File: config.mk
export PLATFORM = sky130hd
export DESIGN_NAME = bus_drvr_endpoint
export DESIGN_NICKNAME = d
export VERILOG_FILES = /design/src/rtl/bus_drvr_pkg.sv /design/src/rtl/sync_fifo.sv /design/src/rtl/bus_drvr_endpoint.sv
export SDC_FILE = /design/constraint.sdc
export NUM_CORES = 1
export LEC_CHECK = 0
export ABC_CLOCK_PERIOD_IN_PS = 6100
export BUFFER_PORTS_ARGS = -buffer_cell sky130_fd_sc_hd__clkbuf_2
export CAP_MARGIN = 10
export CORE_MARGIN = 2
export CORE_UTILIZATION = 48
export DETAILED_ROUTE_END_ITERATION = 12
export PLACE_DENSITY = 0.68
export SYNTH_ARGS = -nofsm -noshare
export SYNTH_HDL_FRONTEND = slang
export SYNTH_HIERARCHICAL = 1
export SYNTH_SLANG_ARGS = --single-unit
File: constraint.sdc
create_clock -name clk -period 6.1 [get_ports clk]
set_input_delay 0.915 -clock clk [delete_from_list [all_inputs] [get_ports clk]]
set_output_delay 0.915 -clock clk [all_outputs]
set_load 0.01 [all_outputs]
File: src/rtl/bus_drvr_pkg.sv
// Shared constants and helpers for the bus driver endpoint.
// Provides ID field width, broadcast ID, counter width and ID extraction.
package bus_drvr_pkg;

  localparam int ID_W = 8;
  localparam logic [ID_W-1:0] BCAST_ID = 8'hFF;
  localparam int CNT_W = 16;
  localparam int WORD_MAX = 64;

  // Top ID_W bits of a w_bits-wide word (word zero-extended to WORD_MAX).
  function automatic logic [ID_W-1:0] id_field(
    input logic [WORD_MAX-1:0] w,
    input int unsigned w_bits
  );
    return ID_W'(w >> (w_bits - ID_W));
  endfunction

  function automatic logic [CNT_W-1:0] sat_inc(
    input logic [CNT_W-1:0] c
  );
    return (&c) ? c : c + 1'b1;
  endfunction

endpackage

File: src/rtl/sync_fifo.sv
// First-word-fall-through synchronous FIFO with sync active-high reset.
// Ports: clk, reset, wr_en/din, rd_en/dout, full, empty.
module sync_fifo #(
  parameter int WIDTH = 32,
  parameter int DEPTH = 8
) (
  input  logic             clk,
  input  logic             reset,
  input  logic             wr_en,
  input  logic [WIDTH-1:0] din,
  input  logic             rd_en,
  output logic [WIDTH-1:0] dout,
  output logic             full,
  output logic             empty
);

  localparam int AW = $clog2(DEPTH);

  logic [WIDTH-1:0] mem [DEPTH];
  logic [AW:0] wr_q, wr_d;
  logic [AW:0] rd_q, rd_d;
  logic wr_ok, rd_ok;

  // Extra pointer MSB tells full from empty.
  assign empty = (wr_q == rd_q);
  assign full  = (wr_q[AW] != rd_q[AW]) &&
                 (wr_q[AW-1:0] == rd_q[AW-1:0]);

  // Writes and reads are judged on pre-edge full/empty.
  assign wr_ok = wr_en && !full;
  assign rd_ok = rd_en && !empty;

  assign wr_d = wr_ok ? wr_q + 1'b1 : wr_q;
  assign rd_d = rd_ok ? rd_q + 1'b1 : rd_q;

  assign dout = mem[rd_q[AW-1:0]];

  always_ff @(posedge clk) begin
    if (reset) begin
      wr_q <= '0;
      rd_q <= '0;
    end else begin
      wr_q <= wr_d;
      rd_q <= rd_d;
    end
  end

  always_ff @(posedge clk) begin
    if (wr_ok) mem[wr_q[AW-1:0]] <= din;
  end

endmodule

File: src/rtl/bus_drvr_endpoint.sv
// Driver-side arbiter endpoint: TX FIFO toward pndng/pop/D_pop, RX FIFO
// from push/D_push with ID filter, drop and overflow saturating counters.
module bus_drvr_endpoint
  import bus_drvr_pkg::*;
#(
  parameter int bits = 32,
  parameter int depth = 8,
  parameter logic [ID_W-1:0] id = 8'h00,
  parameter logic [ID_W-1:0] broadcast = BCAST_ID
) (
  input  logic             clk,
  input  logic             reset,
  input  logic             tx_valid,
  output logic             tx_ready,
  input  logic [bits-1:0]  tx_data,
  output logic             pndng,
  input  logic             pop,
  output logic [bits-1:0]  D_pop,
  input  logic             push,
  input  logic [bits-1:0]  D_push,
  output logic             rx_valid,
  input  logic             rx_ready,
  output logic [bits-1:0]  rx_data,
  output logic [CNT_W-1:0] drop_cnt,
  output logic [CNT_W-1:0] ovfl_cnt
);

  logic tx_full, tx_empty;
  logic rx_full, rx_empty;
  logic [ID_W-1:0] push_id;
  logic hit;
  logic [CNT_W-1:0] drop_q, drop_d;
  logic [CNT_W-1:0] ovfl_q, ovfl_d;

  sync_fifo #(
    .WIDTH(bits),
    .DEPTH(depth)
  ) u_tx (
    .clk  (clk),
    .reset(reset),
    .wr_en(tx_valid),
    .din  (tx_data),
    .rd_en(pop),
    .dout (D_pop),
    .full (tx_full),
    .empty(tx_empty)
  );

  assign tx_ready = !tx_full;
  assign pndng    = !tx_empty;

  assign push_id = id_field(WORD_MAX'(D_push), bits);
  assign hit = push &&
               (push_id == id || push_id == broadcast);

  sync_fifo #(
    .WIDTH(bits),
    .DEPTH(depth)
  ) u_rx (
    .clk  (clk),
    .reset(reset),
    .wr_en(hit),
    .din  (D_push),
    .rd_en(rx_ready),
    .dout (rx_data),
    .full (rx_full),
    .empty(rx_empty)
  );

  assign rx_valid = !rx_empty;

  always_comb begin
    drop_d = drop_q;
    ovfl_d = ovfl_q;
    if (push && !hit) drop_d = sat_inc(drop_q);
    if (hit && rx_full) ovfl_d = sat_inc(ovfl_q);
  end

  always_ff @(posedge clk) begin
    if (reset) begin
      drop_q <= '0;
      ovfl_q <= '0;
    end else begin
      drop_q <= drop_d;
      ovfl_q <= ovfl_d;
    end
  end

  assign drop_cnt = drop_q;
  assign ovfl_cnt = ovfl_q;

endmodule

==> results_dict.tcl, run 1 <==
set metrics [dict create \
    dieArea_um2 48500 \
    cp_slowest_stage_delay_ns 0.93 \
    gp_congestion 0.746 \
    syn_area_um2 22500 \
    fin_nets 1383 \
    drc 0 \
    synth_largest_area_cell "edfxtp_1" \
    critPathSlowestCell "dfxtp_4" \
    ys.flop_type "edfxtp_1" \
    path_buf_inv 2 \
    r2r-start "u_tx/wr_q[1]" \
    grt_pass1_vias 11398 \
    finalPower_w 0.00798 \
    worstHoldStart "drop_cnt[11]" \
    yosys_register_bits 566 \
    vdd_ir_drop_max_mv 0.250 \
    critPathTopFamily "flip-flops" \
    final_common_cell "edfxtp_1" \
    clk_pin_slew_ns 0.06 \
    crit_fanout 45 \
    fin_crit_ns 4.01 \
    fin_crit_sh_pct 65.8 \
    end_kind "output pin" \
    cts_buffers 56 \
    portBuffers 168 \
    cp_data_arrival_time_ns 3.10 \
    power_leakage_nw 8.30 \
    cts_setup_buffers 0 \
    placed_cell_area_um2 24100 \
    syn_inst 1118 \
    worst_pin_slew_ns 1.12 \
    fin_skew_ns 0.0181 \
    status "finished clean" \
    hold_viol_final 0 \
    crit_type "flop to output pin" \
    firstDrtPassIters 5 \
    core_um2 46400 \
    start_kind "flop" \
    synth_cell_types 52 \
    critical_path.cell_chain "buf_4 -> mux4_2 -> mux2_2 -> clkbuf_2" \
    die_width_um 220 \
    finalSetupViolations 0 \
    cts-root-buf "clkbuf_16" \
    syn_nets 1194 \
    layout.cells.most_common_list "edfxtp_1, clkbuf_2, mux4_2" \
    drv_slew 0 \
    grt_usage_pct 18.0 \
    ys_warn_count 6 \
    fmax_mhz 249 \
    vias 11099 \
    grt_max_degree 65 \
    dp_hpwl_um 24600 \
    routed_wl_um 43200 \
    fin_tns_setup_ns 0 \
    design_area_um2 25700 \
    io_pins 169 \
    synth_seq_area_share_pct 73.3 \
    post_drt_wl_per_cell_um 22.1 \
    grt_pass1_wl_um 66000 \
    netlist.area_leader.share_pct 68.5 \
    max_cap_violations 0 \
    avgSynthCellArea_um2 20.1 \
    antenna_found_initial 2 \
    drive_gt1_share_pct 38.0 \
    ant_nets 0 \
    numClockSinks 566 \
    die_height_um 220 \
    globalRoute.totalOverflow 0 \
    crit_required_ns 5.18 \
    areaGrowthSynthToFinish_pct 14.7 \
    clockBufferDepth 3 \
    async_flop_share_pct 0 \
    maxSlewHeadroom_pct 25.3 \
    p_per_area_nw_per_um2 310 \
    hp-class "flop to flop" \
    cts_tree "yes" \
    htree_num_levels 2 \
    vias_per_cell 5.67 \
    ctsHoldBuffers 0 \
    rsz0062_at_grt "no" \
    cts_resized 0 \
    drt_iter0_markers 843 \
    clock_latency_ns 0.60 \
    rows 79 \
    initial_core_util_pct 48.4 \
    synthTopCellsByArea "edfxtp_1, mux4_2, dfxtp_1, mux2_2, nor2b_1" \
    synth_edf_count 512 \
]
==> where the power goes <==
group	switching, W	internal (W)
logic	0.000244	0.000256
registers	0.0000596	0.00428
clock network	0.00139	0.00176
total	0.00169	0.00629
==> final timing paths <==
path | to | slack, ns | cells past startpoint
max | D_pop[18] | 2.09 | 4
min | drop_cnt[11] | 0.50 | 2
max reg2reg | u_tx/mem[6][17] | 3.10 | 5
min reg2reg | drop_cnt[11] | 0.50 | 2
==> metrics by stage <==
| stage | hold slack (ns) | worst slack, ns | utilization (%) | std cells |
|---|---|---|---|---|
| 3_3_place_gp | 0.472 | 2.16 | 51.9 | 1856 |
| 5_1_grt | 0.528 | 1.84 | 55.5 | 1957 |
| 6_report | 0.498 | 2.09 | 55.5 | 1958 |
| 4_1_cts | 0.500 | 1.93 | 55.5 | 1957 |
| 2_1_floorplan | 0.504 | 0.270 | - | 1118 |
| 3_5_place_dp | 0.492 | 2.08 | 51.9 | 1856 |
==> cell usage after synthesis, types with 3 or more instances <==
cell	instances
a21oi_1	23
a41oi_1	4
and3_1	3
and4_1	6
buf_2	21
buf_6	3
clkbuf_1	30
clkbuf_2	4
dfxtp_1	54
edfxtp_1	512
ha_1	6
inv_1	6
mux2_1	6
mux2_2	78
mux2i_1	9
mux4_2	128
nand2_1	19
nand2b_1	10
nand3_1	15
nand4_1	11
nor2_1	25
nor2b_1	19
nor3_1	10
nor3b_1	6
nor4_1	8
nor4_2	4
nor4b_1	7
o21ai_0	9
o31ai_1	13
o41a_1	4
or2_2	3
or3_1	8
or4_1	14
xnor2_1	8
xor2_1	8
==> final cells by class <==
cell class / instances / area, um^2
fill: 3507 / 20600
sequential: 566 / 16500
multi-input combinational: 486 / 5790
clock buffer: 74 / 1530
timing repair buffer: 191 / 1010
tap: 607 / 759
clock inverter: 27 / 155
inverter: 6 / 22.5
antenna: 1 / 2.50
==> sequential cells by signal, indices dropped and copies added (netlist names), named ones only <==
| register | count |
|---|---|
| drop_cnt | 16 |
| ovfl_cnt | 16 |
| u_rx/mem | 256 |
| u_rx/rd_q | 4 |
| u_rx/wr_q | 4 |
| u_tx/mem | 256 |
| u_tx/rd_q | 4 |
| u_tx/wr_q | 4 |
==> kinds of logic (layout without fill, tap and decap cells) <==
family | count (synthesis) | in the layout | share of synthesized area [%]
adders and majority gates | 6 | 6 | 0.334
AOI/OAI and AO/OA | 65 | 65 | 2.02
xor gates and xnor gates | 16 | 16 | 0.624
muxes | 221 | 221 | 17.5
and+or+nand+nor | 178 | 178 | 4.94
DFF | 566 | 566 | 73.3
other | 0 | 1 | 0
buffers and inverters | 66 | 298 | 1.34
==> routing by layer <==
layer | up-vias | share of wire [%] | global-route usage (%) | wire, um
li1 | 5021 | - | - | -
met1 | 5732 | 41 | 24.0 | 17900
met2 | 278 | 51 | 29.9 | 21900
met3 | 64 | 5.8 | 3.70 | 2520
met4 | 4 | 2.1 | 5.57 | 896
met5 | - | 0.067 | 0 | 29
==> worst reg2reg max path: cells and delay by family, from the launching register on <==
family	cells	cell delay [ns]
xor gates and xnor gates	1	0.32
buffers and inverters	2	0.74
DFF	1	0.64
and+or+nand+nor	2	0.94
(Power assumes the default switching activity.)
==> run 2, diff against run 1 <==
- ABC_AREA: unset -> 1
- ABC_CLOCK_PERIOD_IN_PS: 6100 -> 3600
- clock period: 6.1 -> 3.6 ns (I/O delays scaled with it)
==> run 2 against run 1 <==
Combinational power rose to 3.0 times the previous value; sequential share of layout area down 1.5 points; largest power group unchanged; hold slack worse by 0.30 ns; largest cell class unchanged; critical path type unchanged; count of clock-buffer cells in the layout up 2; first-iteration DRC count up 41%; cell area up 2.4%.
==> results_dict.tcl, run 2 <==
set metrics [dict create \
    post_drt_wl_per_cell_um 17.0 \
    grt_pass1_vias 14533 \
    hp-class "input port to flop" \
    ys_warn_count 6 \
    dieArea_um2 50100 \
    avgSynthCellArea_um2 11.1 \
    yosys_register_bits 566 \
    antenna_found_initial 3 \
    core_um2 47700 \
    gp_congestion 0.800 \
    hold_viol_final 0 \
    cp_data_arrival_time_ns 2.60 \
    clockBufferDepth 3 \
    cts_tree "yes" \
    drc 0 \
    fin_crit_sh_pct 87.3 \
    rows 80 \
    ctsHoldBuffers 0 \
    fin_tns_setup_ns 0 \
    clock_latency_ns 0.61 \
    clk_pin_slew_ns 0.06 \
    drt_iter0_markers 1186 \
    firstDrtPassIters 7 \
    crit_required_ns 3.06 \
    areaGrowthSynthToFinish_pct 13.7 \
    drive_gt1_share_pct 13.8 \
    io_pins 169 \
    maxSlewHeadroom_pct 43.5 \
    syn_area_um2 23200 \
    synth_cell_types 32 \
    netlist.area_leader.share_pct 66.3 \
    diodes 0 \
    final_common_cell "edfxtp_1" \
    synthTopCellsByArea "edfxtp_1, nor2_1, o21ai_0, nand2_1, dfxtp_1" \
    fin_skew_ns 0.0146 \
    crit_fanout 116 \
    drv_slew 0 \
    die_height_um 224 \
    synth_most_common_cell "edfxtp_1" \
    cts_resized 0 \
    cts-root-buf "clkbuf_16" \
    synth_seq_area_share_pct 71.0 \
    synth_edf_count 512 \
    finalPower_w 0.0145 \
    globalRoute.totalOverflow 0 \
    cts_buffers 58 \
    grt_usage_pct 19.6 \
    final.fill_count 3925 \
    portBuffers 168 \
    initial_core_util_pct 48.5 \
    fmax_mhz 318 \
    rsz0062_at_grt "no" \
    placed_cell_area_um2 24600 \
    r2r_setup_slack_ns 1.14 \
    dp_hpwl_um 27500 \
    vdd_ir_drop_max_mv 0.539 \
    end_kind "output pin" \
    p_per_area_nw_per_um2 551 \
    grt_max_degree 129 \
    design_area_um2 26400 \
    grt_pass1_wl_um 77300 \
    finalWorstSetupSlack_ns 0.457 \
    synth_largest_area_cell "edfxtp_1" \
    cts_setup_buffers 0 \
    finalSetupViolations 0 \
    ys_top_cells_by_count "edfxtp_1, nor2_1, nand2_1, o21ai_0, o21ai_1" \
    vias_per_cell 5.28 \
    place_ws_ns 0.667 \
    power_leakage_nw 9.46 \
    crit_type "flop to output pin" \
    max_cap_violations 0 \
    die_width_um 224 \
    worst_pin_slew_ns 0.846 \
    status "finished clean" \
    async_flop_share_pct 0 \
    syn_inst 2093 \
    layout.cells.most_common_list "edfxtp_1, nor2_1, nand2_1" \
    routed_wl_um 49400 \
    start_kind "flop" \
    ant_nets 0 \
    r2r-start "u_tx/wr_q[0]" \
    syn_nets 2169 \
    vias 15313 \
    fin_util_pct 55.2 \
    htree_num_levels 2 \
    fin_crit_ns 3.14 \
    numClockSinks 566 \
    worstHoldStart "D_push[1]" \
    ys.flop_type "edfxtp_1" \
    fin_nets 2320 \
]
-- run 2: kinds of logic after synthesis --
| group | Yosys count | share of synthesized area [%] |
|---|---|---|
| AO/OA/AOI/OAI | 419 | 9.07 |
| AND/OR/NAND/NOR | 928 | 15.6 |
| buffers and inverters | 169 | 3.76 |
| XOR/XNOR | 5 | 0.189 |
| flip-flops | 566 | 71.0 |
| adder cells (fa/ha/maj) | 6 | 0.324 |
-- run 2: path summary, 6_finish.rpt --
kind	end	depth (start not counted)
min reg2reg	ovfl_cnt[14]	2
max	D_pop[31]	7
max reg2reg	u_tx/mem[4][30]	7
min	u_rx/mem[7][1]	1
-- run 2: layout make-up --
type / count / area, um^2 / area share, %
clock inverter: 23 / 262 / 0.992
tap: 615 / 769 / 2.92
multi-input combinational: 1358 / 5950 / 22.6
sequential: 566 / 16500 / 62.5
clock buffer: 76 / 1530 / 5.80
timing repair buffer: 197 / 1130 / 4.30
inverter: 63 / 239 / 0.907
-- run 2: metrics by stage --
step                hold WS [ns]  std cells
floorplan                  0.496       2093
global placement           0.502       2799
detailed placement         0.518       2799
CTS                        0.168       2898
global route               0.186       2898
finish                     0.200       2898
-- run 2: per-layer routing --
metal | track usage, % | part of all wire [%] | vias to the layer above
met4 | 6.52 | 2.5 | 6
met5 | 0 | 0.085 | -
met2 | 32.2 | 48 | 351
met3 | 3.50 | 5.0 | 84
met1 | 26.8 | 44 | 7382
li1 | - | - | 7490
-- run 2: worst max-delay path, cell delays in order (launching register included) --
cell and delay (ns):
dfxtp_4 0.60, clkinv_2 0.30, buf_12 0.32, o21ai_0 0.23, o21ai_0 0.13, nand2_1 0.10, nand2_1 0.11, clkbuf_2 0.15
-- run 2: report_power, final --
group | internal [W] | switching [W]
registers | 0.00725 | 0.0000874
clock network | 0.00327 | 0.00242
logic | 0.000485 | 0.00100
total | 0.0110 | 0.00352
==> run 3, diff against run 2 <==
- MAX_ROUTING_LAYER: unset -> met4
==> run 3 against run 2 <==
Sequential cell count unchanged; via count grew 0.21%; core utilization barely moved; highest routed layer is now met4; sequential power hardly changed; combinational power hardly changed; register-to-register slack about the same; global-route usage up 0.60 points; setup slack worse by 0.00084 ns; sequential share of layout area is essentially flat; final cell count grew 0.10%; total power about the same; fmax barely moved.
==> results_dict.tcl, run 3 (same netlist as run 2, synthesis figures left out) <==
set metrics [dict create \
    vdd_ir_drop_max_mv 0.543 \
    antenna_found_initial 3 \
    core_um2 47700 \
    gp_congestion 0.812 \
    cts_tree "yes" \
    fmax_mhz 318 \
    vias_per_cell 5.29 \
    dp_hpwl_um 27500 \
    fin_crit_sh_pct 87.3 \
    fin_nets 2320 \
    globalRoute.totalOverflow 0 \
    clockBufferDepth 3 \
    numClockSinks 566 \
    die_width_um 224 \
    crit_required_ns 3.06 \
    worstHoldStart "D_push[1]" \
    status "finished clean" \
    max_cap_violations 0 \
    final.fill_count 3927 \
    layout.cells.most_common_list "edfxtp_1, nor2_1, nand2_1" \
    finalWorstSetupSlack_ns 0.456 \
    htree_num_levels 2 \
    rsz0062_at_grt "no" \
    rows 80 \
    clk_pin_slew_ns 0.06 \
    firstDrtPassIters 5 \
    routed_wl_um 49500 \
    cts-root-buf "clkbuf_16" \
    portBuffers 168 \
    hp-class "input port to flop" \
    crit_type "flop to output pin" \
    cts_setup_buffers 0 \
    vias 15345 \
    final_common_cell "edfxtp_1" \
    cts_resized 0 \
    grt_max_degree 129 \
    io_pins 169 \
    fin_crit_ns 3.14 \
    drive_gt1_share_pct 13.8 \
    ctsHoldBuffers 0 \
    start_kind "flop" \
    drc 0 \
    finalSetupViolations 0 \
    cp_data_arrival_time_ns 2.60 \
    fin_util_pct 55.2 \
    grt_usage_pct 20.2 \
    grt_pass1_vias 14526 \
    dieArea_um2 50100 \
    hold_viol_final 0 \
    initial_core_util_pct 48.5 \
    drv_slew 0 \
    end_kind "output pin" \
    fin_tns_setup_ns 0 \
    maxSlewHeadroom_pct 43.9 \
    fin_skew_ns 0.0160 \
    power_leakage_nw 9.46 \
    p_per_area_nw_per_um2 551 \
    die_height_um 224 \
    crit_fanout 116 \
    post_drt_wl_per_cell_um 17.1 \
    grt_pass1_wl_um 77300 \
    place_ws_ns 0.667 \
    r2r-start "u_tx/wr_q[0]" \
    clock_latency_ns 0.62 \
    cts_buffers 58 \
    areaGrowthSynthToFinish_pct 13.8 \
    r2r_setup_slack_ns 1.13 \
    worst_pin_slew_ns 0.840 \
    ant_nets 0 \
    drt_iter0_markers 1183 \
]
## run 3: cell count changes in the layout (fill, tap and decap cells not counted)
| cell | change |
|---|---|
| diode_2 | +3 |
## run 3: cell type report
type	count	area (um^2)	area share (%)
flip-flops and latches	566	16500	62.5
multi-input cells	1358	5950	22.6
clock buffers	76	1530	5.80
repair buffers	197	1130	4.30
well taps	615	769	2.92
clock inverters	23	262	0.992
inverters	63	239	0.907
diodes	3	7.51	0.0285
## run 3: critical path, stage by stage, from the launching register on
cell,delay (ns)
dfxtp_4,0.60
clkinv_2,0.30
buf_12,0.31
o21ai_0,0.23
o21ai_0,0.13
nand2_1,0.10
nand2_1,0.11
clkbuf_2,0.15
## run 3: metal layers
layer  part of all wire, %  GRT usage (%)  vias to the layer above
li1                      -              -                     7489
met1                    44           26.8                     7375
met2                    48           32.1                      401
met3                   5.6           3.45                       80
met4                   2.3           6.52                        0
met5                     0              -                        -
## run 3: path summary, 6_finish.rpt
check	end	cells past startpoint
worst min-delay path	u_rx/mem[7][1]	1
worst max register to register	u_tx/mem[4][30]	7
worst max-delay path	D_pop[31]	7
worst min register to register	ovfl_cnt[14]	2
## run 3: report_power, final
group	internal (W)	total [W]	switching [W]
registers	0.00725	0.00734	0.0000876
logic	0.000485	0.00149	0.00101
clock network	0.00327	0.00570	0.00243
## run 3: through the flow
| stage | hold slack [ns] | power [W] | instance area [um^2] | instances |
|---|---|---|---|---|
| 6_report | 0.200 | 0.0145 | 26400 | 2901 |
| 4_1_cts | 0.168 | 0.0147 | 26400 | 2898 |
| 3_3_place_gp | 0.502 | 0.00893 | 24600 | 2799 |
| 3_5_place_dp | 0.518 | 0.00897 | 24600 | 2799 |
| 2_1_floorplan | 0.496 | 0.00845 | 23200 | 2093 |
| 5_1_grt | 0.186 | 0.0151 | 26400 | 2901 |
